$ cat config.mk
export PLATFORM = sky130hd
export DESIGN_NAME = hack_alu_sequencer
export DESIGN_NICKNAME = d
export VERILOG_FILES = /design/src/rtl/hack_pkg.sv /design/src/rtl/hack_jump_cond.sv /design/src/rtl/hack_alu_sequencer.sv
export SDC_FILE = /design/constraint.sdc
export NUM_CORES = 1
export LEC_CHECK = 0
export ABC_CLOCK_PERIOD_IN_PS = 1840
export CAP_MARGIN = 20
export CORE_ASPECT_RATIO = 1.25
export CORE_UTILIZATION = 47
export DETAILED_ROUTE_END_ITERATION = 8
export HOLD_SLACK_MARGIN = 0.1
export PLACE_DENSITY = 0.89
export SLEW_MARGIN = 30
export SYNTH_ARGS = -nofsm -noshare
export SYNTH_HDL_FRONTEND = slang
export SYNTH_SLANG_ARGS = --single-unit
$ cat constraint.sdc
create_clock -name clk -period 1.84 [get_ports clk]
set_input_delay 0.46 -clock clk [delete_from_list [all_inputs] [get_ports clk]]
set_output_delay 0.46 -clock clk [all_outputs]
set_load 0.02 [all_outputs]
$ cat src/rtl/hack_pkg.sv
// Shared definitions for the Hack control unit: sequencer states,
// instruction word width and the bit positions of every instruction field.
package hack_pkg;

  localparam int INSTR_W    = 16;

  localparam int IDX_CTYPE  = 15;  // 0 = A-instruction, 1 = C-instruction
  localparam int IDX_A      = 12;  // y operand select: 0 = A, 1 = M
  localparam int IDX_ALU_HI = 11;  // zx nx zy ny f no
  localparam int IDX_ALU_LO = 6;
  localparam int IDX_DA     = 5;
  localparam int IDX_DD     = 4;
  localparam int IDX_DM     = 3;
  localparam int IDX_J_HI   = 2;   // j1 j2 j3
  localparam int IDX_J_LO   = 0;

  typedef enum logic [2:0] {
    S_FETCH,
    S_DECODE,
    S_MEM_RD,
    S_EXEC,
    S_MEM_WR,
    S_COMMIT
  } state_t;

  function automatic logic is_c_instr(input logic [INSTR_W-1:0] ir);
    return ir[IDX_CTYPE];
  endfunction

endpackage

$ cat src/rtl/hack_jump_cond.sv
// Jump condition evaluator.
// Ports:
//   i_j    [2:0]  jump bits j1 j2 j3 (lt, eq, gt)
//   i_zr          result was zero
//   i_ng          result was negative
//   o_jump        take the jump
module hack_jump_cond (
  input  logic [2:0] i_j,
  input  logic       i_zr,
  input  logic       i_ng,
  output logic       o_jump
);

  assign o_jump = (i_j[2] & i_ng) | (i_j[1] & i_zr) | (i_j[0] & ~i_ng & ~i_zr);

endmodule

$ cat src/rtl/hack_alu_sequencer.sv
// Multi-cycle Hack control unit. Fetches, decodes and sequences each
// instruction, drives an external ALU and owns the A, D and PC registers.
//
// state    | meaning
// ---------+-----------------------------------------------------------
// S_FETCH  | imem_req high at PC until imem_ack; latch IR
// S_DECODE | A-instr: load A, PC+1; C-instr: choose M read or execute
// S_MEM_RD | dmem_rd at A until dmem_ack; latch M
// S_EXEC   | capture ALU result and flags
// S_MEM_WR | dmem_wr of result at A until dmem_ack
// S_COMMIT | update PC (jump or +1), A and D together
//
// Ports:
//   clk, rst_n                        clock, async active-low reset
//   imem_req/addr/ack/data            instruction fetch interface
//   dmem_rd/wr/addr/wdata/ack/rdata   data memory interface
//   alu_x, alu_y, alu_zx..alu_no      ALU operands and control bits
//   alu_out, alu_zr, alu_ng           ALU result and flags
//   pc                                current PC (debug)
module hack_alu_sequencer
  import hack_pkg::*;
#(
  parameter int                ADDR_W   = 15,
  parameter logic [ADDR_W-1:0] RESET_PC = '0
) (
  input  logic               clk,
  input  logic               rst_n,
  output logic               imem_req,
  output logic [ADDR_W-1:0]  imem_addr,
  input  logic               imem_ack,
  input  logic [INSTR_W-1:0] imem_data,
  output logic               dmem_rd,
  output logic               dmem_wr,
  output logic [ADDR_W-1:0]  dmem_addr,
  output logic [INSTR_W-1:0] dmem_wdata,
  input  logic               dmem_ack,
  input  logic [INSTR_W-1:0] dmem_rdata,
  output logic [INSTR_W-1:0] alu_x,
  output logic [INSTR_W-1:0] alu_y,
  output logic               alu_zx,
  output logic               alu_nx,
  output logic               alu_zy,
  output logic               alu_ny,
  output logic               alu_f,
  output logic               alu_no,
  input  logic [INSTR_W-1:0] alu_out,
  input  logic               alu_zr,
  input  logic               alu_ng,
  output logic [ADDR_W-1:0]  pc
);

  state_t               r_state, w_next;
  logic [ADDR_W-1:0]    r_pc;
  logic [ADDR_W-1:0]    w_pc_inc;
  logic [INSTR_W-1:0]   r_a, r_d, r_ir, r_m, r_res;
  logic                 r_zr, r_ng;
  logic                 w_jump;

  assign w_pc_inc = r_pc + ADDR_W'(1);

  hack_jump_cond u_jump_cond (
    .i_j    (r_ir[IDX_J_HI:IDX_J_LO]),
    .i_zr   (r_zr),
    .i_ng   (r_ng),
    .o_jump (w_jump)
  );

  always_ff @(posedge clk or negedge rst_n) begin
    if (!rst_n) r_state <= S_FETCH;
    else        r_state <= w_next;
  end

  // Requests are gated by rst_n so an in-flight access drops the moment
  // reset asserts, not at the next clock.
  always_comb begin
    w_next   = r_state;
    imem_req = 1'b0;
    dmem_rd  = 1'b0;
    dmem_wr  = 1'b0;
    unique case (r_state)
      S_FETCH: begin
        imem_req = rst_n;
        if (imem_ack) w_next = S_DECODE;
      end
      S_DECODE: begin
        if (!is_c_instr(r_ir))  w_next = S_FETCH;
        else if (r_ir[IDX_A])   w_next = S_MEM_RD;
        else                    w_next = S_EXEC;
      end
      S_MEM_RD: begin
        dmem_rd = rst_n;
        if (dmem_ack) w_next = S_EXEC;
      end
      S_EXEC: begin
        w_next = r_ir[IDX_DM] ? S_MEM_WR : S_COMMIT;
      end
      S_MEM_WR: begin
        dmem_wr = rst_n;
        if (dmem_ack) w_next = S_COMMIT;
      end
      S_COMMIT: w_next = S_FETCH;
      default:  w_next = S_FETCH;
    endcase
  end

  always_ff @(posedge clk or negedge rst_n) begin
    if (!rst_n) begin
      r_pc  <= RESET_PC;
      r_a   <= '0;
      r_d   <= '0;
      r_ir  <= '0;
      r_m   <= '0;
      r_res <= '0;
      r_zr  <= 1'b0;
      r_ng  <= 1'b0;
    end else begin
      unique case (r_state)
        S_FETCH: if (imem_ack) r_ir <= imem_data;
        S_DECODE: begin
          if (!is_c_instr(r_ir)) begin
            r_a  <= {1'b0, r_ir[IDX_CTYPE-1:0]};
            r_pc <= w_pc_inc;
          end
        end
        S_MEM_RD: if (dmem_ack) r_m <= dmem_rdata;
        S_EXEC: begin
          r_res <= alu_out;
          r_zr  <= alu_zr;
          r_ng  <= alu_ng;
        end
        S_COMMIT: begin
          // r_a here is still the pre-instruction A, so the jump target
          // ignores this instruction's own A write.
          r_pc <= w_jump ? r_a[ADDR_W-1:0] : w_pc_inc;
          if (r_ir[IDX_DA]) r_a <= r_res;
          if (r_ir[IDX_DD]) r_d <= r_res;
        end
        default: ;
      endcase
    end
  end

  assign imem_addr  = r_pc;
  assign pc         = r_pc;
  assign dmem_addr  = r_a[ADDR_W-1:0];
  assign dmem_wdata = r_res;
  assign alu_x      = r_d;
  assign alu_y      = r_ir[IDX_A] ? r_m : r_a;
  assign {alu_zx, alu_nx, alu_zy, alu_ny, alu_f, alu_no} = r_ir[IDX_ALU_HI:IDX_ALU_LO];

endmodule

==> load_flow_metrics.sql <==
INSERT INTO impl_metrics (metric_group, metric, value, unit) VALUES
('placed_design', 'post-dp-hpwl', '9420', 'um'),
('timing', 'finalClockSkew', '0.00770', 'ns'),
('floorplan', 'vertical_extent_of_the_die', '117', 'um'),
('layout', 'nFillCells', '723', ''),
('clock_network', 'h-tree-depth', '3', ''),
('timing', 'finalCriticalPeriod', '1.90', 'ns'),
('clock_network', 'clock_tree_from_tritoncts', 'done', ''),
('layout', 'drive_gt1_frac', '0.300', ''),
('detailed_routing', 'drt_iter0_drc', '287', ''),
('detailed_routing', 'detail_route.drc_violations', '0', ''),
('worst_setup_path', 'setup.worst_path.end_class', 'primary output', ''),
('clock_network', 'tritoncts.num_buffers', '9', ''),
('clock_network', 'clock_tree.root_cell', 'clkbuf_16', ''),
('layout', 'num_antenna_cells', '0', ''),
('global_route', 'largest_net_degree_at_the_start_of_global_routing', '72', ''),
('yosys', 'sequential_area_share_after_synthesis', '0.507', ''),
('global_route', 'grt_pass1_wl', '20700', 'um'),
('floorplan', 'floorplan.initialDensity', '0.486', ''),
('detailed_routing', 'detail_route.wirelength', '13000', 'um'),
('floorplan', 'design.die.area', '10900', 'sq um'),
('layout', 'sequential_cell_area', '2500', 'sq um'),
('floorplan', 'rows', '41', ''),
('layout', 'layout-area-overhead-vs-synth', '42.7', '%'),
('yosys', 'post_synth_instance_area', '4940', 'sq um'),
('yosys', 'asyncSetResetFlopFracSynth', '1.00', ''),
('detailed_routing', 'number_of_detailed_route_iterations_in_the_first_pass', '5', ''),
('clock_network', 'cts-root-to-sink-buffers', '2', ''),
('worst_setup_path', 'worstSetupPathType', 'flip-flop to primary output', ''),
('yosys', 'synthFlopType', 'dfrtp_1', ''),
('hold_path', 'worst_hold_check_path_type', 'input port to async pin', ''),
('detailed_routing', 'avgRoutedWirePerCell', '18.5', 'um'),
('layout', 'design_area', '7050', 'sq um'),
('detailed_routing', 'via_count', '3826', ''),
('outcome', 'outcome', 'finished, violations left', ''),
('timing', 'grt_setup_unrepaired', 'true', ''),
('yosys', 'yosys.cell_types.count', '50', ''),
('floorplan', 'design.portCount', '156', ''),
('power', 'irDropWorstVdd', '0.000974', 'V'),
('floorplan', 'chipWidth', '93.7', 'um'),
('detailed_routing', 'final_antenna_net_count', '0', ''),
('timing', 'hold_violations', '0', ''),
('placed_design', 'port-buffer-count', '155', ''),
('worst_setup_path', 'reg2reg_depth', '5', ''),
('yosys', 'syn_nets', '467', ''),
('placed_design', 'placement.cell_area', '6640', 'sq um'),
('timing', 'timing.final.crit_share', '1.03', ''),
('yosys', 'synth-edff-count', '0', ''),
('timing', 'pnr_worst_setup_slack', '-0.0599', 'ns'),
('placed_design', 'gpl.final_weighted_congestion', '0.859', ''),
('job', 'max-cap-violations', '0', ''),
('timing', 'finalSetupViolations', '12', ''),
('timing', 'fmax', '526', 'MHz'),
('power', 'total_power', '13600', 'uW'),
('worst_setup_path', 'start_kind', 'flip-flop', ''),
('timing', 'worst_slew_pin_tran', '0.642', 'ns'),
('clock_network', 'cts.clk_slew.worst_paths', '0.07', 'ns'),
('outcome', 'violated_checks', 'negative setup slack', ''),
('global_route', 'grt_antenna_before_repair', '0', ''),
('timing', 'final-max-slew-violation-count', '0', ''),
('power', 'power.density', '1930', 'nW/um^2'),
('clock_network', 'clk_latency_worst_skew_pair', '0.34', 'ns'),
('global_route', 'global_route.overflow_total', '0', ''),
('global_route', 'first_global_vias', '4013', ''),
('clock_network', 'cts.hold.buffers_added', '0', ''),
('layout', 'multiInputGateArea', '2090', 'sq um'),
('layout', 'final_nets', '623', ''),
('worst_setup_path', 'crit_required', '1.38', 'ns'),
('detailed_routing', 'viasPerCell', '5.45', ''),
('floorplan', 'coreArea', '10200', 'sq um'),
('power', 'cellLeakagePower', '0.00348', 'uW'),
('worst_setup_path', 'largest_fanout_of_any_net_on_the_critical_path', '5', ''),
('yosys', 'post_synth.cell_area_avg', '12.0', 'sq um'),
('worst_setup_path', 'worst_ep_arrival_time', '1.44', 'ns'),
('global_route', 'globalRouteTotalUtil', '0.250', ''),
('timing', 'setup-tns-final', '-0.312', 'ns'),
('yosys', 'post_synth_inst_count', '412', ''),
('yosys', 'ys_warn_count', '0', ''),
('yosys', 'synth_register_bits', '100', ''),
('clock_network', 'cts_sinks', '100', ''),
('timing', 'max-slew-margin-rel', '0.572', ''),
('layout', 'final_core_util', '0.694', '');
-- cells in the mapped netlist (2+ instances only) --
cell type  count  share of area
a21oi_1        6         0.0061
a21oi_2        6          0.011
a2bb2oi_1      8          0.014
and2_1         4         0.0051
and3_1         5         0.0063
and4_1         5         0.0089
buf_1          2         0.0015
buf_2         12          0.012
buf_4         35          0.053
buf_6          2         0.0046
clkbuf_1       2         0.0015
dfrtp_1      100           0.51
inv_1          6         0.0046
mux2_1         3         0.0068
mux2_2        76           0.17
mux2i_1       21          0.043
nand2_1       31          0.024
nand2b_1       4         0.0051
nand3_1       16          0.016
nand4_1        7         0.0089
nor2_1         7         0.0053
nor4_1         2         0.0025
o21ai_0       23          0.023
xor2_1         3         0.0053
-- cells in the final DEF, fill, tap and decap left out, types with 2 or more instances in the layout --
cell	n
clkbuf_1	2
xor2_1	3
clkbuf_16	9
nand3_1	16
nor4_1	2
buf_12	5
mux2_2	63
a21oi_1	6
mux2_4	13
nor2_1	6
clkbuf_2	2
nand4_1	7
dlygate4sd2_1	46
buf_2	2
buf_6	19
and2_1	4
a2bb2oi_1	8
bufinv_16	2
and4_1	5
dlymetal6s2s_1	18
a21oi_2	6
buf_4	37
mux2i_1	21
mux2_1	3
clkdlybuf4s50_1	71
nand2b_1	4
nand2_1	31
o21ai_0	23
inv_1	6
and3_1	5
dfrtp_1	99
-- flip-flops by register name, summed over array words and instances (netlist names) --
name        flops
r_zr            1
r_ir           16
dmem_wdata     16
r_state         3
alu_x          16
r_m            16
r_a            16
r_ng            1
imem_addr      15
-- final cells by class --
class | instances | area share
clock buffer | 12 | 0.0350
clock inverter | 4 | 0.0103
inverter | 6 | 0.00320
multi-input combinational | 251 | 0.296
sequential | 100 | 0.355
tap | 129 | 0.0229
timing repair buffer | 200 | 0.277
-- path summary, 6_finish.rpt --
kind,start,end,slack [ns]
max,r_ir[12],alu_y[14],-0.06
min,rst_n,r_state[2],0.17
max reg2reg,r_state[1],r_a[1],0.11
min reg2reg,alu_x[5],alu_x[5],0.50
max in group asynchronous,rst_n,imem_addr[8],1.12
min in group clk,alu_x[5],alu_x[5],0.50
-- logic make-up after synthesis --
group	share of synthesized area
mux	0.223
flops	0.507
simple gates	0.104
buf+inv	0.0826
compound gates	0.0758
xor+xnor	0.00532
fa+ha+maj	0.00253
-- critical path, cell delays in order, from the launching register on --
cell and delay, ns:
dfrtp_1 0.42, buf_6 0.13, buf_6 0.12, mux2_4 0.30, buf_6 0.13
-- metrics by stage --
step / hold slack, ns / std cells / worst slack (ns)
finish: 0.174 / 702 / -0.0599
global route: 0.202 / 702 / -0.107
CTS: 0.177 / 699 / -0.194
detailed placement: 0.477 / 683 / -0.137
global placement: 0.464 / 683 / -0.0340
floorplan: 0.164 / 412 / 0.100
-- timing repair --
action                                  in CTS  in global routing
pin swaps                                    0                  1
gates cloned                                 0                  1
endpoints found under the setup margin      70                 41
buffers inserted                             0                  2
resized for setup                           81                111
-- routing by layer --
metal / up-vias / track usage / wire length [um]
li1: 1751 / - / -
met1: 1877 / 0.301 / 5050
met2: 169 / 0.429 / 6740
met3: 29 / 0.0540 / 853
met4: 0 / 0.115 / 321
met5: - / 0 / 0
-- power by group --
part,total (uW),switching (uW),internal (uW)
clock,2010,784,1230
sequential,4280,992,3290
combinational,7330,3650,3670
Note: power is estimated with default switching activity, not from simulation.
